--- src/rtl/bound_flasher_seq.sv ---
`timescale 1ns/1ps
// bound_flasher_seq
// Three-wave bound-flasher sequencer: main-state register, lit-LED counter
// and thermometer LED decode in one block. The count climbs to PEAK0+1,
// falls to FLOOR0, climbs to PEAK1+1, falls to FLOOR1, climbs to PEAK2+1 and
// falls to 0. A flick at a kickback count in DN0/DN1 reloads that wave's top.
//
// Optional feature macro: BF_AUTO_REPEAT_EN (adds input auto_repeat; a DN2
// exit with auto_repeat=1 restarts UP0 directly at count 1).
//
// Ports:
//   clk          in   system clock, rising edge
//   rst_n        in   asynchronous active-low reset
//   flick        in   start / kickback request, already synchronised
//   auto_repeat  in   (BF_AUTO_REPEAT_EN only) loop back to UP0 at DN2 exit
//   led          out  thermometer decode: led[i]=1 iff i<count
//   state        out  current main state (debug)
//   count        out  current lit-LED count
//   busy         out  high whenever state != INIT
//   done         out  one-cycle pulse after the sequence completes
module bound_flasher_seq #(
  parameter int unsigned N_LED  = 16,
  parameter int unsigned PEAK0  = 15,
  parameter int unsigned FLOOR0 = 5,
  parameter int unsigned PEAK1  = 10,
  parameter int unsigned FLOOR1 = 0,
  parameter int unsigned PEAK2  = 5,
  parameter int unsigned KB_A   = 5,
  parameter int unsigned KB_B   = 0,
  parameter int unsigned CW     = $clog2(N_LED + 1)
) (
  input  logic             clk,
  input  logic             rst_n,
  input  logic             flick,
`ifdef BF_AUTO_REPEAT_EN
  input  logic             auto_repeat,
`endif
  output logic [N_LED-1:0] led,
  output logic [2:0]       state,
  output logic [CW-1:0]    count,
  output logic             busy,
  output logic             done
);

  localparam logic [2:0] S_INIT = 3'd0;
  localparam logic [2:0] S_UP0  = 3'd1;
  localparam logic [2:0] S_DN0  = 3'd2;
  localparam logic [2:0] S_UP1  = 3'd3;
  localparam logic [2:0] S_DN1  = 3'd4;
  localparam logic [2:0] S_UP2  = 3'd5;
  localparam logic [2:0] S_DN2  = 3'd6;

  // Turn-around counts: an up-phase ends one above its highest lit index.
  localparam logic [CW-1:0] C_TOP0   = CW'(PEAK0 + 1);
  localparam logic [CW-1:0] C_TOP1   = CW'(PEAK1 + 1);
  localparam logic [CW-1:0] C_TOP2   = CW'(PEAK2 + 1);
  localparam logic [CW-1:0] C_FLOOR0 = CW'(FLOOR0);
  localparam logic [CW-1:0] C_FLOOR1 = CW'(FLOOR1);
  localparam logic [CW-1:0] C_KB_A   = CW'(KB_A);
  localparam logic [CW-1:0] C_KB_B   = CW'(KB_B);

  // Elaboration-time parameter legality checks.
  if (PEAK0 >= N_LED) begin : g_bad_peak0
    $error("bound_flasher_seq: PEAK0 must be below N_LED");
  end
  if (FLOOR0 > PEAK0) begin : g_bad_floor0
    $error("bound_flasher_seq: FLOOR0 must not exceed PEAK0");
  end
  if (!((FLOOR1 < FLOOR0) && (FLOOR0 <= PEAK1 + 1))) begin : g_bad_floor1
    $error("bound_flasher_seq: need FLOOR1 < FLOOR0 <= PEAK1+1");
  end
  if (PEAK1 >= N_LED) begin : g_bad_peak1
    $error("bound_flasher_seq: PEAK1 must be below N_LED");
  end
  if (PEAK2 >= N_LED) begin : g_bad_peak2
    $error("bound_flasher_seq: PEAK2 must be below N_LED");
  end

  logic [2:0]       r_state;
  logic [CW-1:0]    r_count;
  logic             r_busy;
  logic             r_done;

  logic [2:0]       w_state_nxt;
  logic [CW-1:0]    w_count_nxt;
  logic             w_load;
  logic [CW-1:0]    w_load_val;
  logic             w_done_nxt;
  logic             w_busy_nxt;
  logic             w_kick;
  logic             w_auto_rep;
  logic [N_LED-1:0] w_led;

`ifdef BF_AUTO_REPEAT_EN
  assign w_auto_rep = auto_repeat;
`else
  assign w_auto_rep = 1'b0;
`endif

  // Kickback request; only the DN0/DN1 branches below act on it.
  assign w_kick = flick && ((r_count == C_KB_A) || (r_count == C_KB_B));

  // State, counter and status registers.
  always_ff @(posedge clk or negedge rst_n) begin
    if (!rst_n) begin
      r_state <= S_INIT;
      r_count <= '0;
      r_busy  <= 1'b0;
      r_done  <= 1'b0;
    end else begin
      r_state <= w_state_nxt;
      r_count <= w_count_nxt;
      r_busy  <= w_busy_nxt;
      r_done  <= w_done_nxt;
    end
  end

  // Next-state logic plus immediate counter loads.
  always_comb begin
    w_state_nxt = r_state;
    w_load      = 1'b0;
    w_load_val  = '0;
    w_done_nxt  = 1'b0;
    case (r_state)
      S_INIT: begin
        if (flick) w_state_nxt = S_UP0;
      end
      S_UP0: begin
        if (r_count == C_TOP0) w_state_nxt = S_DN0;
      end
      S_DN0: begin
        // Kickback wins over the floor exit.
        if (w_kick) begin
          w_load     = 1'b1;
          w_load_val = C_TOP0;
        end else if (r_count == C_FLOOR0) begin
          w_state_nxt = S_UP1;
        end
      end
      S_UP1: begin
        if (r_count == C_TOP1) w_state_nxt = S_DN1;
      end
      S_DN1: begin
        if (w_kick) begin
          w_load     = 1'b1;
          w_load_val = C_TOP1;
        end else if (r_count == C_FLOOR1) begin
          w_state_nxt = S_UP2;
        end
      end
      S_UP2: begin
        if (r_count == C_TOP2) w_state_nxt = S_DN2;
      end
      S_DN2: begin
        if (r_count == '0) begin
          w_done_nxt = 1'b1;
          w_load     = 1'b1;
          if (w_auto_rep) begin
            w_state_nxt = S_UP0;
            w_load_val  = CW'(1);
          end else begin
            w_state_nxt = S_INIT;
          end
        end
      end
      default: begin
        w_state_nxt = S_INIT;
        w_load      = 1'b1;
      end
    endcase
  end

  // Counter direction follows the next state; a load overrides it.
  always_comb begin
    w_count_nxt = r_count;
    if (w_load) begin
      w_count_nxt = w_load_val;
    end else begin
      case (w_state_nxt)
        S_UP0, S_UP1, S_UP2: w_count_nxt = r_count + CW'(1);
        S_DN0, S_DN1, S_DN2: w_count_nxt = r_count - CW'(1);
        default:             w_count_nxt = r_count;
      endcase
    end
    w_busy_nxt = (w_state_nxt != S_INIT);
    w_led = '0;
    for (int i = 0; i < N_LED; i++) begin
      w_led[i] = (CW'(i) < r_count);
    end
  end

  assign led   = w_led;
  assign state = r_state;
  assign count = r_count;
  assign busy  = r_busy;
  assign done  = r_done;

endmodule

--- config.mk ---
export PLATFORM = sky130hd
export DESIGN_NAME = bound_flasher_seq
export DESIGN_NICKNAME = d
export VERILOG_FILES = /design/src/rtl/bound_flasher_seq.sv
export SDC_FILE = /design/constraint.sdc
export NUM_CORES = 1
export LEC_CHECK = 0
export ABC_AREA = 0
export CAP_MARGIN = 20
export CORE_UTILIZATION = 40
export DETAILED_ROUTE_END_ITERATION = 10
export GPL_TIMING_DRIVEN = 0
export PLACE_DENSITY = 0.68
export SLEW_MARGIN = 20
export SYNTH_ARGS = -nofsm -noshare
export SYNTH_HDL_FRONTEND = slang
export SYNTH_SLANG_ARGS = --single-unit
--- constraint.sdc ---
create_clock -name clk -period 3.18 [get_ports clk]
set_input_delay 0.636 -clock clk [delete_from_list [all_inputs] [get_ports clk]]
set_output_delay 0.636 -clock clk [all_outputs]
set_load 0.005 [all_outputs]
# Word level (Yosys, flattened, before mapping)
# Cells that the tools add are included.
dict set report op_classes {
  add_sub_neg 2
  n_lt_le_gt_ge 16
  n_eq_ne 16
  n_mux 19
  reduce_logical 10
}
# cell count
set op_table {}
lappend op_table {{4-bit by 5-bit < comparator with 1-bit output (first input constant)} 8}
lappend op_table {{3-bit 2-to-1 mux} 9}
lappend op_table {{3-bit one-hot mux with 7 select lines} 1}
lappend op_table {{3-bit by 5-bit < comparator with 1-bit output (first input constant)} 4}
lappend op_table {{5-bit one-hot mux with 2 select lines} 2}
lappend op_table {{3-bit == test (second input constant)} 6}
lappend op_table {{3-bit by 2-bit == test with 1-bit output (second input constant)} 4}
lappend op_table {{5-bit by 3-bit == test with 1-bit output (second input constant)} 2}
lappend op_table {{1-bit by 5-bit < comparator with 1-bit output (first input constant)} 2}
lappend op_table {{2-bit by 5-bit < comparator with 1-bit output (first input constant)} 2}
lappend op_table {{5-bit 2-to-1 mux} 2}
lappend op_table {{3-bit by 1-bit == test with 1-bit output (second input constant)} 2}
lappend op_table {{3-bit nonzero test} 2}
lappend op_table {{3-bit OR reduction} 2}
lappend op_table {{5-bit by 1-bit adder with 5-bit output (second input constant)} 1}
lappend op_table {{5-bit by 4-bit == test with 1-bit output (second input constant)} 1}
lappend op_table {{5-bit == test (second input constant)} 1}
lappend op_table {{5-bit logical NOT} 1}
lappend op_table {{5-bit by 1-bit subtractor with 5-bit output (second input constant)} 1}
lappend op_table {{4-bit 2-to-1 mux} 1}
lappend op_table {{4-bit OR reduction} 1}
lappend op_table {{3-bit logical NOT} 1}
lappend op_table {{1-bit 2-to-1 mux} 3}
lappend op_table {{1-bit one-hot mux with 3 select lines} 1}
lappend op_table {{other kinds (3)} 3}
dict set report word_totals {
  register_bits 10
  in_bits 3
  out_inout_bits 26
  word_cells 67
}

# Longest topological paths before layout
# Gate-level depths: netlist of the first run.
dict set report depth {
  depth_word 9
  depth_mapped 10
  mapped_depth_nobuf 8
}

# Worst setup path before layout of the first run
# Ideal clock, no wire load.
dict set report synth_path {
  kind {flip-flop to flip-flop}
  startpoint {register r_count[1] (netlist: count[1])}
  endpoint {register r_count[4] (netlist: count[4])}
  setup_ns 0.087
  t_arrival_ns 2.260
  slack_ns 0.833
  stages_incl_launch_ff 11
  path_buffers 2
  cell_sequence {dfrtp_1 clkbuf_1 inv_1 ha_1 nor4b_4 a32oi_1 o21a_2 and2_4 buf_6 mux2_4 a211oi_2}
}
dict set report synth_between {
  elab_chain_len 9
  elab_cells_between_ends 34
}
# element line
set synth_lines {}
lappend synth_lines {{from (decl)} 80} ;# logic [CW-1:0] r_count;
lappend synth_lines {{from (signal assigned)} 112} ;# r_count <= w_count_nxt;
lappend synth_lines {{5-bit by 3-bit == test with 1-bit output or 5-bit logical NOT (tied branches)} --}
lappend synth_lines {{1-bit logical OR} 101} ;# assign w_kick = flick && ((r_count == C_KB_A) || (r_count == C_KB_B));
lappend synth_lines {{1-bit logical AND} 101}
lappend synth_lines {{3-bit 2-to-1 mux (on tied branches)} {144, 133}}
lappend synth_lines {{3-bit one-hot mux with 7 select lines} 124} ;# case (r_state)
lappend synth_lines {{3-bit by 2-bit == test with 1-bit output, or another cell as far along} 179} ;# case (w_state_nxt)
lappend synth_lines {{3-bit OR reduction} 179}
lappend synth_lines {{5-bit one-hot mux with 2 select lines} 179}
lappend synth_lines {{5-bit 2-to-1 mux} 176} ;# if (w_load) begin
# Parallel ways exist; a longest one is shown, timed or not.
# A chain may end at the register's enable or synchronous reset.

# Worst setup path after layout of the first run
dict set report layout_path {
  startpoint {register r_count[2] (netlist: count[2])}
  endpoint {output port led[1]}
}
dict set report layout_between {
  elab_chain_len 1
}
# element line
set layout_lines {}
lappend layout_lines {{1-bit by 5-bit < comparator with 1-bit output} 188} ;# w_led[i] = (CW'(i) < r_count);
lappend layout_lines {{to (decl)} 38} ;# output logic [N_LED-1:0] led,
# Every way passes these cells.

==> summary.md, run 1 <==
| Metric | Value |
|---|---|
| Status | `finished, final reports clean` |
| PortBufs | `28` |
| Post-synthesis simple-gate area fraction | `0.282` |
| Maximum number of pins on one net before global-route repair | `11` |
| Mux cell area share after synthesis | `0.0320` |
| Arr. time, crit path | `2.22 ns` |
| First-pass GRT wire length | `4890 um` |
| Worst-path clk slew | `0.06 ns` |
| DRT iter0 DRCs | `12` |
| Dpl cell area | `1410 sq um` |
| MaxCap Viol Count | `0` |
| Synth unique cells | `50` |
| Top-count cell post-synth | `nand2_1` |
| Drt via density | `5.85` |
| Clock buffer count from CTS | `3` |
| Maximum VDD drop | `0.670 mV` |
| PwrDens | `1090 nW/um^2` |
| WL/cell | `15.8 um` |
| Syn_nets | `136` |
| Total track usage | `0.235` |
| Period minus WS final | `2.86 ns` |
| Synth Area in XOR/XNOR | `0.00799` |
| Drt pass-1 iters | `4` |
| Inserted Diodes | `0` |
| Post-synthesis adder-cell area fraction | `0.0571` |
| Final setup viols | `0` |
| H-tree depth | `1` |
| Core Util, Final | `0.569` |
| Prevailing post-synth register cell | `dfrtp_1` |
| DIE AREA | `2950 sq um` |
| CTS Buffer Depth | `2` |
| Antenna violations before repair | `0` |
| Root Driver | `clkbuf_4` |
| WP data required | `2.54 ns` |
| GR Overflow Total | `0` |
| # IOs | `29` |
| Mapped Cells | `128` |
| Static leakage | `0.603 nW` |
| Die Wd | `54.3 um` |
| WS Path Type | `reg -> out` |
| Core Box Area | `2520 sq um` |
| Aggregate routed wire length | `2980 um` |
| Post-Place Setup Slack | `0.475 ns` |
| Flop and latch count out of synthesis | `10` |
| Synth cell count leaders | `13 x nand2_1, 10 x dfrtp_1, 9 x inv_1, 9 x nor2_1` |
| Final worst setup slack | `0.322 ns` |
| DP HPWL | `2310 um` |
| CTS Sinks | `10` |
| Max-slew violation count | `0` |
| Via count | `1106` |
| Vias in the first global route | `1050` |
| Slew @ Worst Pin | `0.579 ns` |
| Hold Path Class | `in -> async` |
| Drt drc | `0` |
| Complex-gate fraction of the synthesized area | `0.295` |
| EDFF count, synth | `0` |
| Share of the synthesized area in the top cell type | `0.228` |
| Total power | `1.56 mW` |
| Post-Syn Area | `1100 sq um` |
| CTS tree | `done` |
| # Post-CTS Setup Buffers | `0` |
| Layout cell share with drive strength beyond 1 | `0.132` |
| Antenna viol nets, final | `0` |
| F_max | `0.350 GHz` |
| Die extent in y | `54.3 um` |
| Cell taking the most area after synthesis | `dfrtp_1` |
| Synthesis-to-finish area growth | `31.1%` |
| Site Rows | `18` |
| GPL Wtd Cong | `0.905` |
| Final TNS setup | `0 ns` |
| Post-layout nets | `169` |
| Skew final | `0.00282 ns` |
| Largest family of logic cells by synthesized area | `compound AO/OA/AOI/OAI gates` |
| Worst setup EP type | `primary output` |
| CP startpoint kind | `register` |
| Final instance area | `1440 sq um` |
| Ys async rst share | `1.00` |
| RSZ-0062 raised after global routing | `false` |
| Resize count post-CTS | `0` |
| # hold bufs at CTS | `0` |
| Clock Latency Late Sink | `0.26 ns` |
| Syn Area/Cell | `8.56 sq um` |
| Final Hold Vio Count | `0` |
| Initial Util | `0.435` |
| Final period util | `0.899` |
| Synth Warn # | `0` |
| Seq/Total Area, Yosys | `0.228` |
| Worst relative slew slack | `0.611` |
| Crit path max fanout | `10` |
| Top post-synthesis cells by area | `dfrtp_1 23%, ha_1 5.7%, nand2_1 4.5%` |
## metal layers
metal / vias up / track usage / routed length [um]
met1: 529 / 0.290 / 1300
li1: 534 / - / -
met2: 33 / 0.362 / 1410
met3: 10 / 0.0750 / 180
met4: 0 / 0.124 / 95
met5: - / 0 / 0
## kinds of logic after synthesis
logic type	Yosys count
mux	3
fa+ha+maj	5
buf+inv	20
compound gates	39
flops	10
simple gates	50
xor+xnor	1
## state kept, by name, summed over array words and instances, names as in the netlist
name	count
done	1
state	3
count	5
busy	1
## report_power, final
group          leakage, nW  switching [mW]  total [mW]  internal (mW)
clock network       0.0138          0.0412      0.0849         0.0437
logic                0.467           0.586        1.22          0.637
registers            0.121          0.0737       0.251          0.177
total                0.603           0.701        1.56          0.859
## final timing paths
kind / from / endpoint / slack [ns] / depth (start not counted)
min in group clk: state[0] / state[1] / 0.74 / 3
max reg2reg: count[1] / count[4] / 0.40 / 10
min reg2reg: state[0] / state[1] / 0.74 / 3
max: count[2] / led[1] / 0.32 / 4
max in group asynchronous: rst_n / state[1] / 2.18 / 1
min: rst_n / count[2] / 0.69 / 1
## per-stage QoR
step	hold slack (ns)	std cells
6_report	0.686	189
5_1_grt	0.718	189
4_1_cts	0.701	189
3_5_place_dp	0.723	186
3_3_place_gp	0.719	186
2_1_floorplan	0.340	128
## layout by cell type, fill, tap and decap left out, types with 2 or more instances in the layout
cell and instances:
clkdlybuf4s50_1 28, nand2_1 13, dfrtp_1 10, inv_1 9
nor2_1 9, o21ai_0 5, a21oi_1 5, nor3_1 5
o21bai_1 5, ha_1 5, clkbuf_1 4, buf_6 3
nand2b_1 3, nand3_1 3, o211ai_1 3, clkbuf_4 3
buf_2 2, buf_4 2, a21o_1 2, mux2i_1 2
nor2b_1 2, and4_1 2, nor4b_1 2, a31oi_1 2
o2111ai_1 2, a311oi_1 2
## worst max-delay path, stage by stage (launching register included)
cell and delay [ns]:
dfrtp_1 0.51, clkbuf_1 0.28, nor3_1 0.55, a22oi_1 0.14
clkdlybuf4s50_1 0.48
## final cells by class
| type | instances | area [sq um] |
|---|---|---|
| buffer | 11 | 73.8 |
| clock buffer | 3 | 22.5 |
| timing repair buffer | 28 | 280 |
| sequential | 10 | 250 |
| multi-input combinational | 98 | 738 |
| inverter | 9 | 33.8 |
| fill | 252 | 1090 |
| tap | 30 | 37.5 |
Note: power is estimated with default switching activity, not from simulation.
==> inputs of run 2 (changes only) <==
--- a/config.mk
+++ b/config.mk
@@ -7,10 +7,12 @@
 export LEC_CHECK = 0
 export ABC_AREA = 0
 export CAP_MARGIN = 20
+export CORE_ASPECT_RATIO = 1.25
 export CORE_UTILIZATION = 40
 export DETAILED_ROUTE_END_ITERATION = 10
 export GPL_TIMING_DRIVEN = 0
 export PLACE_DENSITY = 0.68
+export SKIP_LAST_GASP = 1
 export SLEW_MARGIN = 20
 export SYNTH_ARGS = -nofsm -noshare
 export SYNTH_HDL_FRONTEND = slang
==> run 2 against run 1 <==
Final cell count rose by 2.1%. Critical path type unchanged. Design area rose by 1.2%. Global-route usage fell by 1.6 points. Non-clock buffer count did not move. Count of clock-buffer cells in the layout rose by 1. Register-to-register slack barely moved.
==> summary.md, run 2 (synthesized netlist as in run 1, its figures left out) <==
| Metric | Value |
|---|---|
| Status | `finished, final reports clean (unchanged)` |
| Max-slew violation count | `0 (unchanged)` |
| PwrDens | `1100 nW/um^2 (was 1090 nW/um^2)` |
| Met3 wire len | `154 um (was 180 um)` |
| Via count | `1100 (was 1106)` |
| Maximum VDD drop | `0.791 mV (was 0.670 mV)` |
| Core Box Area | `2500 sq um (was 2520 sq um)` |
| Metal-1 WL | `1250 um (was 1300 um)` |
| RSZ-0062 raised after global routing | `false (unchanged)` |
| Final period util | `0.887 (was 0.899)` |
| # hold bufs at CTS | `0 (unchanged)` |
| # IOs | `29 (unchanged)` |
| Crit. Startpoint | `count[1] (was count[2])` |
| Post-Place Setup Slack | `0.425 ns (was 0.475 ns)` |
| Worst-path clk slew | `0.07 ns (was 0.06 ns)` |
| First-pass GRT wire length | `5010 um (was 4890 um)` |
| Metal2 WL | `1530 um (was 1410 um)` |
| Drt pass-1 iters | `4 (unchanged)` |
| Highest routed layer | `met4 (unchanged)` |
| F_max | `0.355 GHz (was 0.350 GHz)` |
| Non-filler cells, final | `193 (was 189)` |
| WP data required | `2.54 ns (about the same)` |
| Worst setup EP type | `primary output (unchanged)` |
| Crit path max fanout | `10 (unchanged)` |
| Total track usage | `0.220 (was 0.235)` |
| DRT iter0 DRCs | `33 (was 12)` |
| Final worst setup slack | `0.360 ns (was 0.322 ns)` |
| Clock buffer count from CTS | `3 (unchanged)` |
| Drt via density | `5.70 (was 5.85)` |
| Arr. time, crit path | `2.18 ns (was 2.22 ns)` |
| Resize count post-CTS | `0 (unchanged)` |
| Maximum number of pins on one net before global-route repair | `11 (unchanged)` |
| Post-layout nets | `169 (unchanged)` |
| Final TNS setup | `0 ns (unchanged)` |
| GPL Wtd Cong | `0.917 (was 0.905)` |
| CTS tree | `done (unchanged)` |
| Fillers | `231 (was 252)` |
| # Post-CTS Setup Buffers | `0 (unchanged)` |
| Inserted Diodes | `0 (unchanged)` |
| RR Startpoint | `count[1] (unchanged)` |
| Clock Latency Late Sink | `0.27 ns (was 0.26 ns)` |
| Aggregate routed wire length | `2960 um (was 2980 um)` |
| MaxCap Viol Count | `0 (unchanged)` |
| Period minus WS final | `2.82 ns (was 2.86 ns)` |
| Final setup viols | `0 (unchanged)` |
| Initial Util | `0.438 (was 0.435)` |
| Final Hold Vio Count | `0 (unchanged)` |
| H-tree depth | `1 (unchanged)` |
| Root Driver | `clkbuf_4 (unchanged)` |
| GR Overflow Total | `0 (unchanged)` |
| Slew @ Worst Pin | `0.541 ns (was 0.579 ns)` |
| CTS Buffer Depth | `2 (unchanged)` |
| PortBufs | `28 (unchanged)` |
| Most common cell after layout, fill and taps aside | `clkdlybuf4s50_1 (unchanged)` |
| DP HPWL | `2290 um (was 2310 um)` |
| WS Path Type | `reg -> out (unchanged)` |
| CP startpoint kind | `register (unchanged)` |
| Hold Path Class | `in -> async (unchanged)` |
| Placed Cells | `189 (was 186)` |
| Antenna viol nets, final | `0 (unchanged)` |
| Layout cell share with drive strength beyond 1 | `0.138 (was 0.132)` |
| DIE AREA | `2950 sq um (about the same)` |
| WL/cell | `15.4 um (was 15.8 um)` |
| Antenna violations before repair | `0 (unchanged)` |
| Die extent in y | `60.5 um (was 54.3 um)` |
| CTS Sinks | `10 (unchanged)` |
| Vias in the first global route | `1094 (was 1050)` |
| Drt drc | `0 (unchanged)` |
| Site Rows | `20 (was 18)` |
| Most frequent cells in the layout | `28 x clkdlybuf4s50_1, 13 x nand2_1, 10 x dfrtp_1 (unchanged)` |
| Skew final | `0.0115 ns (was 0.00282 ns)` |
| Die Wd | `48.8 um (was 54.3 um)` |
| Static leakage | `0.610 nW (was 0.603 nW)` |
| Synthesis-to-finish area growth | `32.6% (was 31.1%)` |
| Worst relative slew slack | `0.636 (was 0.611)` |
| Max reg flops | `5 (unchanged)` |
run 2: cell count changes in the layout (fill, tap and decap cells not counted), sizes merged:
cell / change
clkbuf: +1
run 2: report_power, final:
part           leakage [nW]  total [mW]  internal [mW]  switching [mW]
combinational         0.467        1.24          0.638           0.602
clock                0.0210       0.113         0.0694          0.0434
sequential            0.121       0.245          0.178          0.0673
run 2: final cells by class:
type,instances,area [sq um],area share
Clock buffer,4,36.3,0.0250
Tap cell,33,41.3,0.0284
Buffer,11,73.8,0.0508
Sequential cell,10,250,0.172
Inverter,9,33.8,0.0232
Timing Repair Buffer,28,280,0.193
Multi-Input combinational cell,98,738,0.508
run 2: layer usage:
metal | vias to the layer above | GRT usage
met5 | - | 0
met4 | 0 | 0.0714
met3 | 2 | 0.0351
met2 | 43 | 0.433
met1 | 520 | 0.242
li1 | 535 | -
run 2: worst max-delay path: stages, from the launching register on:
cell             delay, ns
dfrtp_1               0.48
clkbuf_1              0.35
inv_1                 0.19
ha_1                  0.22
a22oi_1               0.16
clkdlybuf4s50_1       0.52
run 2: stage by stage:
| stage | area (sq um) | utilization | hold WS (ns) | total power [mW] |
|---|---|---|---|---|
| 3_3_place_gp | 1420 | 0.567 | 0.736 | 1.47 |
| 3_5_place_dp | 1420 | 0.567 | 0.739 | 1.48 |
| 2_1_floorplan | 1100 | - | 0.340 | 0.976 |
| 4_1_cts | 1450 | 0.581 | 0.685 | 1.60 |
| 6_report | 1450 | 0.581 | 0.676 | 1.60 |
| 5_1_grt | 1450 | 0.581 | 0.696 | 1.73 |
run 2: worst paths after layout:
kind / cells past startpoint / end / slack, ns
max in group asynchronous: 1 / state[0] / 2.19
min reg2reg: 2 / done / 0.75
min in group clk: 2 / done / 0.75
min: 1 / count[4] / 0.68
max reg2reg: 10 / count[4] / 0.39
max: 5 / led[1] / 0.36
==> inputs of run 3 (changes only) <==
--- a/config.mk
+++ b/config.mk
@@ -8,10 +8,12 @@
 export ABC_AREA = 0
 export CAP_MARGIN = 20
 export CORE_ASPECT_RATIO = 1.25
-export CORE_UTILIZATION = 40
+export CORE_UTILIZATION = 48
+export CTS_CLUSTER_DIAMETER = 120
 export DETAILED_ROUTE_END_ITERATION = 10
+export GPL_ROUTABILITY_DRIVEN = 0
 export GPL_TIMING_DRIVEN = 0
-export PLACE_DENSITY = 0.68
+export PLACE_DENSITY = 0.79
 export SKIP_LAST_GASP = 1
 export SLEW_MARGIN = 20
 export SYNTH_ARGS = -nofsm -noshare
==> run 3 against run 2 <==
Final cell count down 1.6%. Critical endpoint is now count[4]. Clock power fell by 27%. Die area decreased by 16%. Non-clock buffer count unchanged. Largest power group unchanged. Worst setup slack worse by 0.075 ns. Clock skew is 0.0099 ns lower. Critical path depth rose by 5. Combinational power is essentially flat. Highest routed layer unchanged. Critical path type is now reg -> reg. Register-to-register slack worse by 0.10 ns. Count of clock-buffer cells in the layout fell by 1. Flip-flop and latch count stayed put.
==> summary.md, run 3 (synthesized netlist as in run 1, its figures left out) <==
| Metric | Value |
|---|---|
| Inserted Diodes | `0 (unchanged)` |
| Root Driver | `clkbuf_4 (unchanged)` |
| Worst setup EP type | `register (was primary output)` |
| Aggregate routed wire length | `2990 um (was 2960 um)` |
| PortBufs | `28 (unchanged)` |
| Clock buffer count from CTS | `3 (unchanged)` |
| Maximum number of pins on one net before global-route repair | `11 (unchanged)` |
| Multi-input gate area | `738 sq um (unchanged)` |
| DIE AREA | `2480 sq um (was 2950 sq um)` |
| H-tree depth | `1 (unchanged)` |
| Most common cell after layout, fill and taps aside | `clkdlybuf4s50_1 (unchanged)` |
| Core Box Area | `2190 sq um (was 2500 sq um)` |
| Worst relative slew slack | `0.623 (was 0.636)` |
| Die Wd | `44.7 um (was 48.8 um)` |
| Max reg flops | `5 (unchanged)` |
| Slowest cell on the critical path | `dfrtp_1 (was clkdlybuf4s50_1)` |
| # IOs | `29 (unchanged)` |
| Via count | `1142 (was 1100)` |
| WL/cell | `15.7 um (was 15.4 um)` |
| Clock Latency Late Sink | `0.26 ns (was 0.27 ns)` |
| WS Path Type | `reg -> reg (was reg -> out)` |
| Static leakage | `0.603 nW (was 0.610 nW)` |
| Worst-path clk slew | `0.06 ns (was 0.07 ns)` |
| Drt pass-1 iters | `5 (was 4)` |
| WP data required | `3.33 ns (was 2.54 ns)` |
| Critical register-to-register path endpoint | `count[4] (unchanged)` |
| Antenna viol nets, final | `0 (unchanged)` |
| PwrDens | `1100 nW/um^2 (about the same)` |
| Fillers | `206 (was 231)` |
| CTS Sinks | `10 (unchanged)` |
| Resize count post-CTS | `0 (unchanged)` |
| WP buf/inv | `3 (unchanged)` |
| Total track usage | `0.265 (was 0.220)` |
| F_max | `0.346 GHz (was 0.355 GHz)` |
| CP max stage delay | `0.48 ns (was 0.52 ns)` |
| Crit-path cells | `clkbuf_1, inv_1, ha_1, nor4b_4, a32oi_1, o21a_2, and2_4, buf_6, mux2_4, a211oi_2 (was clkbuf_1, inv_1, ha_1, a22oi_1, clkdlybuf4s50_1)` |
| Vias in the first global route | `1078 (was 1094)` |
| Delay-heaviest family, CP | `compound AO/OA/AOI/OAI gates (was buffers and inverters)` |
| Maximum VDD drop | `0.837 mV (was 0.791 mV)` |
| CP startpoint kind | `register (unchanged)` |
| Initial Util | `0.501 (was 0.438)` |
| Status | `finished, final reports clean (unchanged)` |
| Most frequent cells in the layout | `28 x clkdlybuf4s50_1, 13 x nand2_1, 10 x dfrtp_1 (unchanged)` |
| Final Hold Vio Count | `0 (unchanged)` |
| Period minus WS final | `2.89 ns (was 2.82 ns)` |
| Hold Path Class | `in -> async (unchanged)` |
| Die extent in y | `55.4 um (was 60.5 um)` |
| RSZ-0062 raised after global routing | `false (unchanged)` |
| Layout cell share with drive strength beyond 1 | `0.132 (was 0.138)` |
| Total power | `1.58 mW (was 1.60 mW)` |
| First-pass GRT wire length | `5050 um (was 5010 um)` |
| CTS Buffer Depth | `2 (unchanged)` |
| Drt via density | `6.01 (was 5.70)` |
| GR Overflow Total | `0 (unchanged)` |
| # hold bufs at CTS | `0 (unchanged)` |
| RR Startpoint | `count[1] (unchanged)` |
| DRT iter0 DRCs | `32 (was 33)` |
| Final worst setup slack | `0.286 ns (was 0.360 ns)` |
| Drt drc | `0 (unchanged)` |
| R2R cell count | `10 (unchanged)` |
| Post-Place Setup Slack | `0.389 ns (was 0.425 ns)` |
| MaxCap Viol Count | `0 (unchanged)` |
| FF+latch area | `250 sq um (unchanged)` |
| # Post-CTS Setup Buffers | `0 (unchanged)` |
| Arr. time, crit path | `3.04 ns (was 2.18 ns)` |
| Site Rows | `19 (was 20)` |
| Final setup viols | `0 (unchanged)` |
| Crit path max fanout | `10 (unchanged)` |
| Post-layout nets | `169 (unchanged)` |
| Skew final | `0.00164 ns (was 0.0115 ns)` |
| DP HPWL | `2250 um (was 2290 um)` |
| Synthesis-to-finish area growth | `31.2% (was 32.6%)` |
| Final TNS setup | `0 ns (unchanged)` |
| Slew @ Worst Pin | `0.560 ns (was 0.541 ns)` |
| Max-slew violation count | `0 (unchanged)` |
| Final period util | `0.910 (was 0.887)` |
| Antenna violations before repair | `0 (unchanged)` |
| Worst reg-to-reg setup slack | `0.29 ns (was 0.39 ns)` |
| CTS tree | `done (unchanged)` |
## run 3: final cells by class
class                   count  share of cell area
plain buffers              11              0.0513
flip-flops and latches     10               0.174
repair buffers             28               0.195
inverters                   9              0.0235
well taps                  31              0.0270
multi-input cells          98               0.513
clock buffers               3              0.0157
## run 3: through the flow
stage               instance area (sq um)  utilization  hold WS, ns  instances
global route                         1440        0.657        0.712        190
CTS                                  1440        0.657        0.688        190
floorplan                            1100            -        0.340        128
global placement                     1420        0.647        0.735        187
finish                               1440        0.657        0.673        190
detailed placement                   1420        0.647        0.749        187
## run 3: report_power, final
group	total (mW)	leakage (nW)	switching (mW)	internal, mW
clock	0.0823	0.0138	0.0388	0.0435
sequential	0.247	0.121	0.0691	0.178
combinational	1.25	0.467	0.610	0.639
total	1.58	0.603	0.718	0.860
## run 3: worst max path at each step
stage,start,endpoint,slack [ns],depth (start not counted)
2_1_floorplan,count[1],count[4],0.83,10
6_report,count[1],count[4],0.29,10
5_1_grt,count[1],count[4],0.21,10
3_3_place_gp,count[1],count[4],0.44,10
3_5_place_dp,count[1],count[4],0.39,10
4_1_cts,count[1],count[4],0.37,10
## run 3: layer usage
layer | part of all wire | vias to the layer above | routed length, um | track usage
met5 | 0 | - | 0 | 0
li1 | - | 533 | - | -
met3 | 0.063 | 6 | 189 | 0.0523
met4 | 0.023 | 0 | 68 | 0.0996
met2 | 0.49 | 62 | 1480 | 0.418
met1 | 0.42 | 541 | 1250 | 0.351
